## src/rtl/xform_sched_pkg.sv

```systemverilog
// Shared types and default widths for the shared-transform scheduler.
package xform_sched_pkg;

  typedef enum logic [1:0] {
    IDLE = 2'd0,
    EXEC = 2'd1,
    RESP = 2'd2
  } sched_state_e;

  localparam int XF_IN_W  = 9;
  localparam int XF_OUT_W = 4;
  localparam int CNT_W    = 16;

endpackage

```

## src/rtl/xform_share_sched_rr_arbiter.sv

```systemverilog
// Round-robin pick: first asserted request strictly after 'last', wrapping.
// Purely combinational; no state, no backpressure of its own.
module rr_arbiter #(
  parameter  int N    = 4,
  localparam int ID_W = $clog2(N)
) (
  input  logic [N-1:0]    req,
  input  logic [ID_W-1:0] last,
  output logic [N-1:0]    gnt_onehot,
  output logic [ID_W-1:0] gnt_id,
  output logic            any
);

  always_comb begin
    gnt_onehot = '0;
    gnt_id     = '0;
    any        = 1'b0;
    // Scan offsets 1..N so 'last' itself has lowest priority.
    for (int k = 1; k <= N; k++) begin
      if (!any && req[(int'(last) + k) % N]) begin
        any                                 = 1'b1;
        gnt_id                              = ID_W'((int'(last) + k) % N);
        gnt_onehot[(int'(last) + k) % N]    = 1'b1;
      end
    end
  end

endmodule

```

## src/rtl/xform_share_sched.sv

```systemverilog
// Shares one combinational transform among NUM_REQ requesters, round-robin, 2 cycles accept->resp.
// A pending response blocks new grants until resp_ready; a grant can ride the response handshake.
module xform_share_sched
  import xform_sched_pkg::*;
#(
  parameter  int NUM_REQ = 4,
  parameter  int IN_W    = XF_IN_W,
  parameter  int OUT_W   = XF_OUT_W,
  localparam int ID_W    = $clog2(NUM_REQ)
) (
  input  logic                    clk,
  input  logic                    rst_n,
  input  logic [NUM_REQ-1:0]      req_valid,
  input  logic [NUM_REQ*IN_W-1:0] req_data,
  output logic [NUM_REQ-1:0]      req_ready,
  output logic [IN_W-1:0]         xf_in,
  input  logic [OUT_W-1:0]        xf_out,
  output logic                    resp_valid,
  output logic [ID_W-1:0]         resp_id,
  output logic [OUT_W-1:0]        resp_data,
  input  logic                    resp_ready,
  output logic                    busy,
  output logic [CNT_W-1:0]        done_count
);

  sched_state_e       state_q, state_d;
  logic [ID_W-1:0]    last_grant_q, last_grant_d;
  logic [IN_W-1:0]    op_q, op_d;
  logic [ID_W-1:0]    id_q, id_d;
  logic               resp_valid_q, resp_valid_d;
  logic [ID_W-1:0]    resp_id_q, resp_id_d;
  logic [OUT_W-1:0]   resp_data_q, resp_data_d;
  logic [CNT_W-1:0]   done_count_q, done_count_d;

  logic [NUM_REQ-1:0] arb_onehot;
  logic [ID_W-1:0]    arb_id;
  logic               arb_any;
  logic               resp_hs;
  logic               accept;

  rr_arbiter #(.N(NUM_REQ)) u_arb (
    .req        (req_valid),
    .last       (last_grant_q),
    .gnt_onehot (arb_onehot),
    .gnt_id     (arb_id),
    .any        (arb_any)
  );

  always_comb begin
    state_d      = state_q;
    last_grant_d = last_grant_q;
    op_d         = op_q;
    id_d         = id_q;
    resp_valid_d = resp_valid_q;
    resp_id_d    = resp_id_q;
    resp_data_d  = resp_data_q;
    done_count_d = done_count_q;
    req_ready    = '0;

    resp_hs = (state_q == RESP) && resp_ready;
    accept  = arb_any && ((state_q == IDLE) || resp_hs);

    case (state_q)
      IDLE: begin
        if (accept) state_d = EXEC;
      end
      EXEC: begin
        resp_data_d  = xf_out;
        resp_id_d    = id_q;
        resp_valid_d = 1'b1;
        state_d      = RESP;
      end
      RESP: begin
        // Valid drops on every handshake so a back-to-back EXEC never shows a stale result.
        if (resp_hs) begin
          done_count_d = done_count_q + CNT_W'(1);
          resp_valid_d = 1'b0;
          state_d      = accept ? EXEC : IDLE;
        end
      end
      default: state_d = IDLE;
    endcase

    if (accept) begin
      req_ready    = arb_onehot;
      op_d         = req_data[arb_id*IN_W +: IN_W];
      id_d         = arb_id;
      last_grant_d = arb_id;
    end
  end

  always_ff @(posedge clk or negedge rst_n) begin
    if (!rst_n) begin
      state_q      <= IDLE;
      last_grant_q <= ID_W'(NUM_REQ - 1);
      op_q         <= '0;
      id_q         <= '0;
      resp_valid_q <= 1'b0;
      resp_id_q    <= '0;
      resp_data_q  <= '0;
      done_count_q <= '0;
    end else begin
      state_q      <= state_d;
      last_grant_q <= last_grant_d;
      op_q         <= op_d;
      id_q         <= id_d;
      resp_valid_q <= resp_valid_d;
      resp_id_q    <= resp_id_d;
      resp_data_q  <= resp_data_d;
      done_count_q <= done_count_d;
    end
  end

  assign xf_in      = op_q;
  assign resp_valid = resp_valid_q;
  assign resp_id    = resp_id_q;
  assign resp_data  = resp_data_q;
  assign busy       = (state_q != IDLE);
  assign done_count = done_count_q;

endmodule

```

## config.mk

```make
export PLATFORM = sky130hd
export DESIGN_NAME = xform_share_sched
export DESIGN_NICKNAME = d
export VERILOG_FILES = /design/src/rtl/xform_sched_pkg.sv /design/src/rtl/xform_share_sched_rr_arbiter.sv /design/src/rtl/xform_share_sched.sv
export SDC_FILE = /design/constraint.sdc
export NUM_CORES = 1
export LEC_CHECK = 0
export ABC_CLOCK_PERIOD_IN_PS = 4090
export CAP_MARGIN = 10
export CELL_PAD_IN_SITES_DETAIL_PLACEMENT = 1
export CELL_PAD_IN_SITES_GLOBAL_PLACEMENT = 2
export CORE_ASPECT_RATIO = 1.25
export CORE_MARGIN = 1
export CORE_UTILIZATION = 26
export CTS_CLUSTER_DIAMETER = 100
export CTS_CLUSTER_SIZE = 8
export DETAILED_ROUTE_END_ITERATION = 10
export PLACE_DENSITY = 0.84
export SLEW_MARGIN = 0
export SYNTH_ARGS = -nofsm -noshare
export SYNTH_HDL_FRONTEND = slang
export SYNTH_SLANG_ARGS = --single-unit
```

## constraint.sdc

```tcl
create_clock -name clk -period 4.09 [get_ports clk]
set_clock_uncertainty 0.1 [all_clocks]
set_input_delay 1.227 -clock clk [delete_from_list [all_inputs] [get_ports clk]]
set_output_delay 1.227 -clock clk [all_outputs]
set_load 0.03 [all_outputs]
```

==> results.yml, run 1 <==
status:
  status: "finished, violations left"
  failed_checks: "DRC"
timing:
  finalCritPeriodShare_pct: 98.7
  slew_headroom_pct: 40.0
  tns_ps: 0
  finalHoldViolations: 0
  fmax_ghz: 0.248
  finalSetupViolCount: 0
  worst_pin_slew_ps: 897
  slew_violations: 0
  period_minus_slack_ps: 4040
placement:
  routabilityCongestion: 0.767
  dpl.hpwl_mm: 5.02
  io_buffers: 83
hold_path:
  min-delay-path-class: "reg -> reg"
  holdPathEnd: "done_count[15]"
  holdPathStages: 1
  hold_start: "done_count[15]"
route:
  vias: 2028
  wl_mm: 6.49
  ant_nets: 0
  initialDrtViolationCount: 69
  viasPerCell: 4.95
  first_pass_iters: 7
  detail_route.drc_violations: 4
  wl_per_cell_um: 15.8
clock_tree:
  hold_buffers: 0
  cts.sinks: 38
  htree_levels: 2
  cts_buffers: 5
  path_clk_slew_ps: 70
  clockBufferDepth: 2
  clock_latency_ps: 280
  clockRootBuffer: "clkbuf_8"
  tritoncts: "built"
cells_and_area:
  layout_commonest_cell: "clkdlybuf4s50_1"
  register_area_um2: 953
  n_antenna_cell: 0
  nFillCells: 926
  final_cell_mix: "74 x clkdlybuf4s50_1, 36 x dfrtp_1, 24 x buf_4, 22 x nand2_1, 21 x nor2_1"
  nNetsFinal: 369
  syn_to_final_growth_pct: 52.0
  multi_input_area_mm2: 0.00119
  drive_gt1_share_pct: 19.5
setup_path:
  worstSetupPathType: "in -> out"
  r2r-start: "last_grant_q[1]"
  r2r_slack_ps: 580
  endpoint_kind: "primary output"
  worstPathRequired_ps: 2760
  r2r_cells: 10
  crit_arrival_ps: 2710
  r2r-end: "xf_in[8]"
  path_max_fanout: 4
  critPathLaunchType: "input pin"
logic_synthesis:
  synth_edf_count: 0
  ys_ff_latch: 38
  synth-seq-area-share_pct: 43.1
  avgSynthCellArea_um2: 10.6
  ys.flop_type: "dfrtp_1"
  ys_warn_count: 0
  synth_cells: 209
  synth_nets: 265
  synthArstFlopShare_pct: 100
  synth_cell_types: 44
  synth_area_mm2: 0.00221
power_and_ir_drop:
  power_density_mw_per_mm2: 760
  seq_power_share_pct: 24.0
  p_total_mw: 2.56
  swShare_pct: 43.8
  leakagePower_nw: 1.50
  power_switching_mw: 1.12
  vdd_drop_max_mv: 0.342
  internal_power_mw: 1.44
  clockPowerShare_pct: 9.6
  p_comb_share_pct: 66.4
floorplanning:
  fp.dieH_um: 105
  initial_core_util_pct: 26.9
  die_w_um: 84.6
  ios: 84
  coreArea_mm2: 0.00824
  fp.dieArea_mm2: 0.00889
  row_count: 37
global_routing:
  grtUsageMet1_pct: 17.3
  antenna_found_initial: 0
  use_met3_pct: 3.32
  grt_overflow: 0
  grt_pass1_wl_mm: 10.7
  grt.busiest_layer: "met2"
  grt_use_met2_pct: 28.5
  first_global_vias: 2171
  grt_max_degree: 39
  grt_use_total_pct: 15.4
job:
  maxCapViolCount: 0
synthesized netlist by cell type (all sizes together), types with 5 or more instances:
library cell	number	share of area [%]
nand2	23	3.9
xnor2	9	3.6
ha	9	5.1
a21oi	5	1.1
mux2i	20	9.0
mux2	7	3.6
buf	7	3.2
dfrtp	36	41
inv	6	1.0
o221ai	8	3.2
nor2	21	3.6
xor2	7	2.8
critical path: stages:
cell and delay, ps:
buf_2 120, mux4_2 550, buf_6 160, a22oi_2 180, nor2_1 70, a221oi_2 170
nor2_1 70, buf_4 170
area by class of cell:
cell class              count  area share [%]
well taps                  97            3.61
clock buffers               7            2.27
repair buffers            108            29.7
flip-flops and latches     38            28.3
multi-input cells         154            35.5
inverters                   6           0.669
routing by layer:
metal  up-vias  part of all wire (%)
met4         0                   1.4
met1      1010                    40
met5         -                     0
met2        55                    54
li1        953                     -
met3        10                   4.6
cells by family (layout without fill, tap and decap cells):
group / after synthesis / in the layout / synth area share [%]
multiplexers: 29 / 29 / 14.6
flip-flops: 38 / 38 / 43.1
XOR/XNOR: 16 / 16 / 6.33
AO/OA/AOI/OAI: 35 / 35 / 12.3
AND/OR/NAND/NOR: 65 / 65 / 13.8
adder cells (fa/ha/maj): 9 / 9 / 5.08
buffers and inverters: 17 / 121 / 4.86
stage by stage:
step           hold WS, ps  util, %  setup slack (ps)  instance area [um2]  cells
2_1_floorplan          341        -              86.4                 2210    209
3_3_place_gp           357     39.8              -682                 3280    402
3_5_place_dp           361     39.8              -711                 3280    402
4_1_cts                378     40.7              2.09                 3350    410
5_1_grt                404     40.8             -3.98                 3370    410
6_report               372     40.8              53.9                 3370    410
how the worst max path moves through the flow:
stage,slack [ps],end,startpoint
2_1_floorplan,90,req_ready[0],req_valid[2]
3_3_place_gp,-680,req_ready[0],req_valid[3]
3_5_place_dp,-710,req_ready[1],req_valid[3]
4_1_cts,2,req_ready[2],req_valid[1]
5_1_grt,-4,req_ready[3],req_valid[1]
6_report,50,req_ready[3],req_valid[1]
registers in the layout, indices dropped and copies added, names as in the netlist:
signal	cells
state_q	2
done_count	16
xf_in	9
resp_id	2
last_grant_q	2
resp_valid	1
resp_data	4
id_q	2
power groups by stage:
stage,Combinational [mW],Sequential (mW),Clock [mW]
3_5_place_dp,1.67,0.621,0
2_1_floorplan,0.868,0.816,0
4_1_cts,1.70,0.617,0.255
3_3_place_gp,1.64,0.615,0
6_report,1.70,0.614,0.245
5_1_grt,1.83,0.635,0.271
timing repair:
| item | CTS | global route |
|---|---|---|
| buffers inserted | 1 | 0 |
| endpoints found under the hold margin | 0 | 0 |
| gates resized for setup | 31 | 3 |
| pin swaps | 2 | 1 |
| setup endpoints to repair | 4 | 2 |
(Power assumes the default switching activity.)
==> run 2: changes to the inputs <==
--- a/config.mk
+++ b/config.mk
@@ -10,7 +10,6 @@
 export CELL_PAD_IN_SITES_DETAIL_PLACEMENT = 1
 export CELL_PAD_IN_SITES_GLOBAL_PLACEMENT = 2
 export CORE_ASPECT_RATIO = 1.25
-export CORE_MARGIN = 1
 export CORE_UTILIZATION = 26
 export CTS_CLUSTER_DIAMETER = 100
 export CTS_CLUSTER_SIZE = 8
==> results of run 2 <==
Same layout as run 1: the final DEF is identical, and so are final timing and power.
==> run 3: changes to the inputs <==
--- a/config.mk
+++ b/config.mk
@@ -6,7 +6,7 @@
 export NUM_CORES = 1
 export LEC_CHECK = 0
 export ABC_CLOCK_PERIOD_IN_PS = 4090
-export CAP_MARGIN = 10
+export CAP_MARGIN = 40
 export CELL_PAD_IN_SITES_DETAIL_PLACEMENT = 1
 export CELL_PAD_IN_SITES_GLOBAL_PLACEMENT = 2
 export CORE_ASPECT_RATIO = 1.25
@@ -14,6 +14,7 @@
 export CTS_CLUSTER_DIAMETER = 100
 export CTS_CLUSTER_SIZE = 8
 export DETAILED_ROUTE_END_ITERATION = 10
+export MAX_ROUTING_LAYER = met4
 export PLACE_DENSITY = 0.84
 export SLEW_MARGIN = 0
 export SYNTH_ARGS = -nofsm -noshare
==> results.yml, run 3 (synthesis results as in run 1) <==
clock_tree:
  path_clk_slew_ps: 70
  clockRootBuffer: "clkbuf_8"
  tritoncts: "built"
  cts_buffers: 5
  hold_buffers: 0
  clockBufferDepth: 2
  cts.sinks: 38
  clock_latency_ps: 290
  htree_levels: 2
cells_and_area:
  syn_to_final_growth_pct: 56.6
  fin_cells: 415
  layout_commonest_cell: "clkdlybuf4s50_1"
  n_antenna_cell: 0
  nFillCells: 922
  drive_gt1_share_pct: 21.4
  largest_register_ffs: 16
  final_cell_mix: "74 x clkdlybuf4s50_1, 36 x dfrtp_1, 27 x buf_4, 23 x nand2_1, 20 x nor2_1"
  nNetsFinal: 373
setup_path:
  endpoint_kind: "primary output"
  worstSetupPathType: "in -> out"
  worstPathRequired_ps: 2760
  critPathLaunchType: "input pin"
  crit_arrival_ps: 2730
  path_max_fanout: 3
timing:
  finalSetupViolCount: 0
  rsz0062_at_grt: "true"
  finalHoldViolations: 0
  tns_ps: 0
  finalCritPeriodShare_pct: 99.2
  slew_headroom_pct: 41.3
  fmax_ghz: 0.247
  worst_pin_slew_ps: 877
  period_minus_slack_ps: 4060
  slew_violations: 0
floorplanning:
  die_w_um: 84.6
  ios: 84
  coreArea_mm2: 0.00824
  initial_core_util_pct: 26.9
  fp.dieH_um: 105
  fp.dieArea_mm2: 0.00889
  row_count: 37
global_routing:
  first_global_vias: 2171
  grt_pass1_wl_mm: 10.8
  grt_max_degree: 21
  grt_overflow: 0
  grt_use_total_pct: 16.1
  antenna_found_initial: 0
route:
  wl_mm: 6.63
  initialDrtViolationCount: 72
  vias: 2035
  first_pass_iters: 7
  wl_per_cell_um: 16.0
  detail_route.drc_violations: 4
  viasPerCell: 4.90
  ant_nets: 0
placement:
  io_buffers: 83
  dpl.hpwl_mm: 5.15
  placed_cells: 403
  routabilityCongestion: 0.777
power_and_ir_drop:
  seq_power_share_pct: 23.2
  power_density_mw_per_mm2: 765
  internal_power_mw: 1.50
  p_total_mw: 2.65
  swShare_pct: 43.3
  p_comb_share_pct: 66.7
  power_switching_mw: 1.15
  clockPowerShare_pct: 10.0
  leakagePower_nw: 1.54
  vdd_drop_max_mv: 0.350
hold_path:
  min-delay-path-class: "reg -> reg"
status:
  status: "finished, violations left"
  failed_checks: "DRC"
job:
  maxCapViolCount: 0
==> run 3: area by class of cell <==
class	count	area (um2)	area share, %
clock buffers	7	86.3	2.49
well taps	97	121	3.50
flip-flops and latches	38	953	27.5
clock inverters	1	5.00	0.144
multi-input cells	154	1200	34.8
repair buffers	112	1070	31.0
inverters	6	22.5	0.650
==> run 3: worst max-delay path, cell delays in order <==
cell and delay, ps:
buf_6 90, mux4_2 470, nor2b_4 160, buf_6 120
a22oi_2 130, nor2_2 70, a221oi_2 200, nor2_1 90
buf_4 170
==> run 3: final timing paths <==
kind,start,end,slack [ps],depth (start not counted)
worst max-delay path,req_valid[0],req_ready[3],30,9
worst min-delay path,done_count[15],done_count[15],370,1
worst max register to register,last_grant_q[1],xf_in[8],530,11
worst min register to register,done_count[15],done_count[15],370,1
max in group asynchronous,rst_n,id_q[1],2630,2
min in group asynchronous,rst_n,done_count[6],800,1
==> run 3: per-stage QoR <==
stage               cell area [um2]  hold slack (ps)  util [%]  setup slack [ps]
CTS                            3400              379      41.3              32.9
floorplan                      2210              341         -              86.4
global placement               3280              357      39.8              -682
finish                         3470              374      42.1              33.5
detailed placement             3300              361      40.1              -706
global route                   3470              404      42.1              9.82
==> run 3: power groups by stage <==
| stage | Sequential (mW) | Clock [mW] | Combinational (mW) |
|---|---|---|---|
| after floorplan | 0.816 | 0 | 0.868 |
| after global placement | 0.615 | 0 | 1.64 |
| after detailed placement | 0.622 | 0 | 1.67 |
| after CTS | 0.619 | 0.282 | 1.71 |
| after global routing | 0.640 | 0.296 | 1.91 |
| final | 0.616 | 0.266 | 1.77 |
==> run 3: timing repair <==
action	4_1_cts	5_1_grt
buffers inserted	1	3
gates resized for setup	32	10
pin swaps	3	4
setup endpoints to repair	4	3
==> run 3: metal layers <==
metal | vias to the layer above | part of all wire [%] | GRT usage [%]
met4 | 0 | 0.92 | 3.87
li1 | 958 | - | -
met3 | 6 | 3.9 | 3.08
met2 | 51 | 54 | 29.2
met5 | - | 0 | -
met1 | 1020 | 41 | 18.0
